### src/rtl/load_store_unit.sv
// load_store_unit: core-side initiator for the req/gnt/rvalid data memory port.
//   Accepts one load/store from the execute stage, generates byte enables,
//   lane-replicated write data and a word-aligned address, and returns
//   sign/zero-extended load data or store completion with a one-cycle lsu_done.
// Ports:
//   clk, reset_n (async, active-low)
//   core side: lsu_valid/lsu_ready handshake, lsu_we, lsu_fun3, lsu_addr, lsu_wdata;
//              lsu_done pulse with lsu_rdata and lsu_err
//   memory side: mem_req/mem_gnt, mem_we, mem_be, mem_addr, mem_wdata; mem_rvalid/mem_rdata
// Parameters: WIDTH (32 only), TIMEOUT (max WAIT_RESP cycles, 0 disables)
// Configuration: define LSU_MISALIGN_TRAP_EN to fault misaligned half/word accesses;
//   otherwise they are forced down to natural alignment.
module load_store_unit #(
  parameter int WIDTH   = 32,
  parameter int TIMEOUT = 255
) (
  input  logic             clk,
  input  logic             reset_n,
  input  logic             lsu_valid,
  output logic             lsu_ready,
  input  logic             lsu_we,
  input  logic [2:0]       lsu_fun3,
  input  logic [WIDTH-1:0] lsu_addr,
  input  logic [WIDTH-1:0] lsu_wdata,
  output logic             lsu_done,
  output logic [WIDTH-1:0] lsu_rdata,
  output logic             lsu_err,
  output logic             mem_req,
  input  logic             mem_gnt,
  output logic             mem_we,
  output logic [3:0]       mem_be,
  output logic [WIDTH-1:0] mem_addr,
  output logic [WIDTH-1:0] mem_wdata,
  input  logic             mem_rvalid,
  input  logic [WIDTH-1:0] mem_rdata
);
  typedef enum logic [1:0] {IDLE, REQ, WAIT_RESP, DONE} state_t;
  state_t state, state_next;
  logic [2:0]       fun3_q;
  logic [1:0]       off_q;
  logic [15:0]      cnt;
  logic [WIDTH-1:0] rdata_q;
  logic             err_q;
  logic             accept, legal, fault, timeout;
  logic [1:0]       off;
  logic [3:0]       be;
  logic [WIDTH-1:0] rep, shifted, ext;

  assign accept = state == IDLE && lsu_valid;
  assign legal  = lsu_we ? (lsu_fun3 == 3'b000 || lsu_fun3 == 3'b001 || lsu_fun3 == 3'b010)
                         : !(lsu_fun3 == 3'b011 || lsu_fun3[2:1] == 2'b11);
`ifdef LSU_MISALIGN_TRAP_EN
  logic misalign;
  assign misalign = (lsu_fun3[1:0] == 2'b01 && lsu_addr[0]) ||
                    (lsu_fun3[1:0] == 2'b10 && lsu_addr[1:0] != 2'b00);
  assign fault = !legal || misalign;
`else
  assign fault = !legal;
`endif

  // Byte offset after forcing natural alignment (only matters when not trapping)
  assign off = lsu_fun3[1] ? 2'b00 : lsu_fun3[0] ? {lsu_addr[1], 1'b0} : lsu_addr[1:0];
  assign be  = lsu_fun3[1] ? 4'b1111 : lsu_fun3[0] ? (off[1] ? 4'b1100 : 4'b0011) : 4'b0001 << off;
  assign rep = lsu_fun3[1] ? lsu_wdata : lsu_fun3[0] ? {2{lsu_wdata[15:0]}} : {4{lsu_wdata[7:0]}};

  // fun3[2] set means unsigned (LBU/LHU): suppress sign extension
  assign shifted = mem_rdata >> {off_q, 3'b000};
  assign ext = fun3_q[1] ? mem_rdata
             : fun3_q[0] ? {{16{!fun3_q[2] && shifted[15]}}, shifted[15:0]}
                         : {{24{!fun3_q[2] && shifted[7]}}, shifted[7:0]};

  // Fires in the cycle the counter would reach TIMEOUT; rvalid in that cycle still wins
  assign timeout = TIMEOUT != 0 && 32'(cnt) + 32'd1 == 32'(TIMEOUT);

  always_ff @(posedge clk or negedge reset_n)
    if (!reset_n) state <= IDLE;
    else state <= state_next;

  always_comb begin
    state_next = state;
    case (state)
      IDLE:      if (lsu_valid) state_next = fault ? DONE : REQ;
      REQ:       if (mem_gnt) state_next = WAIT_RESP;
      WAIT_RESP: if (mem_rvalid || timeout) state_next = DONE;
      DONE:      state_next = IDLE;
      default:   state_next = IDLE;
    endcase
  end

  assign lsu_ready = state == IDLE;
  assign mem_req   = state == REQ;
  assign lsu_done  = state == DONE;
  assign lsu_rdata = lsu_done ? rdata_q : '0;
  assign lsu_err   = lsu_done && err_q;

  always_ff @(posedge clk or negedge reset_n)
    if (!reset_n) begin
      cnt       <= '0;
      fun3_q    <= '0;
      off_q     <= '0;
      rdata_q   <= '0;
      err_q     <= 1'b0;
      mem_we    <= 1'b0;
      mem_be    <= '0;
      mem_addr  <= '0;
      mem_wdata <= '0;
    end else begin
      cnt <= state == WAIT_RESP ? cnt + 16'd1 : '0;
      if (accept) begin
        err_q   <= fault;
        rdata_q <= '0;
        fun3_q  <= lsu_fun3;
        off_q   <= off;
        if (!fault) begin
          mem_we    <= lsu_we;
          mem_be    <= be;
          mem_addr  <= {lsu_addr[WIDTH-1:2], 2'b00};
          mem_wdata <= rep;
        end
      end
      if (state == WAIT_RESP && mem_rvalid) begin
        rdata_q <= mem_we ? '0 : ext;
        err_q   <= 1'b0;
      end else if (state == WAIT_RESP && timeout) begin
        rdata_q <= '0;
        err_q   <= 1'b1;
      end
    end
endmodule

### config.mk
export PLATFORM = sky130hd
export DESIGN_NAME = load_store_unit
export DESIGN_NICKNAME = d
export VERILOG_FILES = /design/src/rtl/load_store_unit.sv
export SDC_FILE = /design/constraint.sdc
export NUM_CORES = 1
export LEC_CHECK = 0
export CAP_MARGIN = 30
export CORE_MARGIN = 1
export CORE_UTILIZATION = 25
export CTS_CLUSTER_DIAMETER = 150
export DETAILED_ROUTE_END_ITERATION = 10
export SLEW_MARGIN = 0
export SYNTH_ARGS = -nofsm -noshare
export SYNTH_HDL_FRONTEND = slang
export SYNTH_SLANG_ARGS = --single-unit
### constraint.sdc
create_clock -name clk -period 2.6 [get_ports clk]
set_input_delay 0.26 -clock clk [delete_from_list [all_inputs] [get_ports clk]]
set_output_delay 0.26 -clock clk [all_outputs]
set_load 0.01 [all_outputs]
==> results_dict.tcl <==
set metrics [dict create \
    critPathMaxStageDelay_ns 0.39 \
    drtIter0Drc 220 \
    clkSlewWorstSetupHoldPaths_ns 0.07 \
    switchingPower_mw 3.29 \
    wire_per_inst_um 15.6 \
    ff2ff_path_depth 9 \
    outcome "completed" \
    critical_path_buf_inv_count 1 \
    avgViaCountPerCell 4.52 \
    pwr-share-clk 0.246 \
    multiInputGateArea_um2 2950 \
    drv_cap 0 \
    yosysWarnings 0 \
    grt_max_degree 97 \
    seqCellArea_um2 3080 \
    fin_util 0.385 \
    cts_buffers 17 \
    hold_viol 0 \
    worstMarginPinSlew_ns 0.634 \
    clock_path_buffers 2 \
    p_int_mw 6.13 \
    overflow 0 \
    insertion_delay_ns 0.42 \
    setup_viol 0 \
    dieArea_um2 25500 \
    rsz0062_at_grt "no" \
    power_frac_comb 0.418 \
    num_antenna_cells 0 \
    final_antenna_net_count 0 \
    nets 909 \
    area_delta_synth_final_pct 50.6 \
    use_met1 0.183 \
    io_pins 210 \
    synth_area_um2 6210 \
    die_w_um 160 \
    syn_avg_cell_area_um2 10.6 \
    place.gp.congestion 0.782 \
    synthFlopType "dfrtp_1" \
    final-max-slew-violation-count 0 \
    r2r_slack_ns 0.21 \
    p_leak_nw 3.87 \
    dp.cells 1100 \
    slowest_stage "a2111oi_2" \
    grtUsageMet3 0.0494 \
    yosysSeqAreaShare 0.495 \
    grt_pass1_wl_mm 29.1 \
    hold_class "in2async" \
    seqPwrFrac 0.336 \
    relSlewSlack 0.577 \
    worstReg2RegStart "cnt[0]" \
    ys_seq_elements 123 \
    layout-drive-gt1-share 0.147 \
    start_util 0.255 \
    first_pass_iters 4 \
    timing.final.crit_share 0.919 \
    ir_drop_v 0.000490 \
    core_area_um2 24300 \
    rows 57 \
    layout_min_cycle_time_ns 2.39 \
    cts_tree "done" \
    critPathKind "reg2reg" \
    synth_cells 584 \
    crit_fanout 20 \
    cts-root-buf "clkbuf_16" \
    critPathArrivalTime_ns 2.69 \
    fin_cells 1135 \
    antenna_found_initial 0 \
    powerDensity_nw_per_um2 1010 \
    sw_frac_of_total 0.349 \
    top_usage_layer "met2" \
    routed-via-count 5132 \
    yosysUniqueCellTypes 53 \
    crit_chain "ha_2 > nand4_2 > nor3_2 > or3_1 > a2111oi_2 > and4bb_4 > o22ai_4 > buf_16 > o2bb2ai_1" \
    synth_edf_count 0 \
    end_kind "flip-flop" \
    htree_levels 4 \
    holdWs_ns 0.303 \
    reg2reg_to "rdata_q[15]" \
    grt_util_all_layers 0.145 \
    nFillCells 2413 \
    finClkSkew_ns 0.0117 \
    dp_hpwl_mm 12.7 \
    clock-sinks 123 \
    drc 0 \
    async_flop_share 1.00 \
    critPathTopFamily "simple AND/OR/NAND/NOR gates" \
    dieHeight_um 160 \
    grt_pass1_vias 5340 \
    grtUsageMet2 0.234 \
    required_ns 2.90 \
    max_freq_ghz 0.418 \
    io_buffers 207 \
    start_kind "flip-flop" \
    drt-total-wl_mm 17.7 \
]
-- layout by cell type (no fill, tap or decap), types with 5 or more instances in the layout --
| cell | Yosys | final |
|---|---|---|
| clkdlybuf4s50_1 | 0 | 206 |
| clkbuf_16 | 0 | 17 |
| mux2_2 | 41 | 41 |
| ha_1 | 6 | 5 |
| mux2i_1 | 34 | 34 |
| inv_1 | 9 | 9 |
| and3_1 | 5 | 5 |
| xnor2_1 | 9 | 9 |
| buf_4 | 2 | 18 |
| inv_6 | 0 | 5 |
| o2bb2ai_1 | 22 | 22 |
| nand2_1 | 53 | 53 |
| nor2b_1 | 20 | 20 |
| inv_8 | 0 | 6 |
| nor2_1 | 48 | 48 |
| nand3_1 | 6 | 5 |
| o2bb2ai_2 | 10 | 10 |
| o211ai_1 | 7 | 7 |
| a21oi_1 | 21 | 21 |
| a22oi_1 | 9 | 9 |
| o21ai_0 | 44 | 44 |
| and2_1 | 37 | 37 |
| dfrtp_1 | 123 | 123 |
-- power groups by stage --
stage / clock, mW / combinational, mW / sequential (mW)
after global placement: 0 / 3.87 / 3.17
after detailed placement: 0 / 3.94 / 3.19
after CTS: 2.39 / 3.96 / 3.17
final: 2.32 / 3.93 / 3.17
after global routing: 2.48 / 4.29 / 3.29
after floorplan: 0 / 1.81 / 3.29
-- worst register-to-register path, stage by stage, from the launching register on --
cell and delay, ns:
dfrtp_1 0.38, ha_2 0.25, nand4_2 0.11, nor3_2 0.06, or3_1 0.32, a2111oi_2 0.39, and4bb_4 0.33, o22ai_4 0.11
buf_16 0.20, o2bb2ai_1 0.13
-- worst max path at each step --
stage | from | to | slack, ns | cells after the start
after floorplan | cnt[0] | state[1] | 0.17 | 9
after global placement | cnt[0] | rdata_q[23] | 0.01 | 8
after detailed placement | cnt[0] | rdata_q[27] | -0.03 | 9
after CTS | cnt[0] | rdata_q[15] | 0.07 | 9
after global routing | cnt[0] | rdata_q[19] | 0.09 | 9
final | cnt[0] | rdata_q[15] | 0.21 | 9
-- Yosys cell counts, drive strengths merged, types with 2 or more instances --
master,number,share of area
a211oi,2,0.0024
a21boi,2,0.0024
a21oi,21,0.017
a22oi,9,0.011
and2,37,0.037
and3,5,0.0050
buf,12,0.012
clkbuf,24,0.015
dfrtp,123,0.50
ha,6,0.012
inv,9,0.0054
mux2,42,0.077
mux2i,34,0.055
nand2,53,0.032
nand2b,2,0.0020
nand3,7,0.0064
nand4,3,0.0050
nor2,48,0.029
nor2b,20,0.020
o211ai,7,0.0085
o21ai,48,0.039
o2bb2ai,32,0.055
o31ai,2,0.0024
o32a,2,0.0032
or3,3,0.0030
xnor2,9,0.013
xor2,4,0.0056
-- layer usage --
metal | up-vias | routed length [um]
li1 | 2474 | -
met4 | 0 | 176
met1 | 2498 | 7760
met2 | 148 | 8520
met3 | 12 | 1220
met5 | - | 0
-- sequential cells by signal (all words and copies together), names as in the netlist --
signal / count
err_q: 1
fun3_q: 3
cnt: 16
rdata_q: 32
mem_be: 4
mem_wdata: 32
off_q: 2
mem_addr: 30
mem_we: 1
state: 2
-- area by class of cell --
cell class | count | share of cell area
clock buffers | 17 | 0.0455
well taps | 324 | 0.0433
clock inverters | 15 | 0.0154
inverters | 9 | 0.00361
repair buffers | 230 | 0.247
flip-flops and latches | 123 | 0.329
multi-input cells | 417 | 0.316
-- kinds of logic after synthesis --
family | synth area share
AOI/OAI and AO/OA | 0.156
muxes | 0.132
buffers and inverters | 0.0324
DFF | 0.495
xor gates and xnor gates | 0.0183
other | 0.000604
adders and majority gates | 0.0121
and+or+nand+nor | 0.153
-- what timing repair did --
action | 4_1_cts | 5_1_grt
hold buffers | 1 | 0
pin swaps | 0 | 1
hold endpoints to repair | 24 | 0
buffers inserted | 0 | 2
gates resized for setup | 1 | 0
setup endpoints to repair | 20 | 20
-- through the flow --
| step | setup slack (ns) | cell area [um2] | power [mW] | TNS (ns) |
|---|---|---|---|---|
| 2_1_floorplan | 0.171 | 6220 | 5.10 | 0 |
| 3_3_place_gp | 0.0140 | 8720 | 7.04 | 0 |
| 3_5_place_dp | -0.0303 | 8740 | 7.13 | -0.419 |
| 4_1_cts | 0.0651 | 9330 | 9.52 | 0 |
| 5_1_grt | 0.0926 | 9350 | 10.1 | 0 |
| 6_report | 0.210 | 9350 | 9.42 | 0 |
No activity file was read; power rests on OpenSTA's default activity.
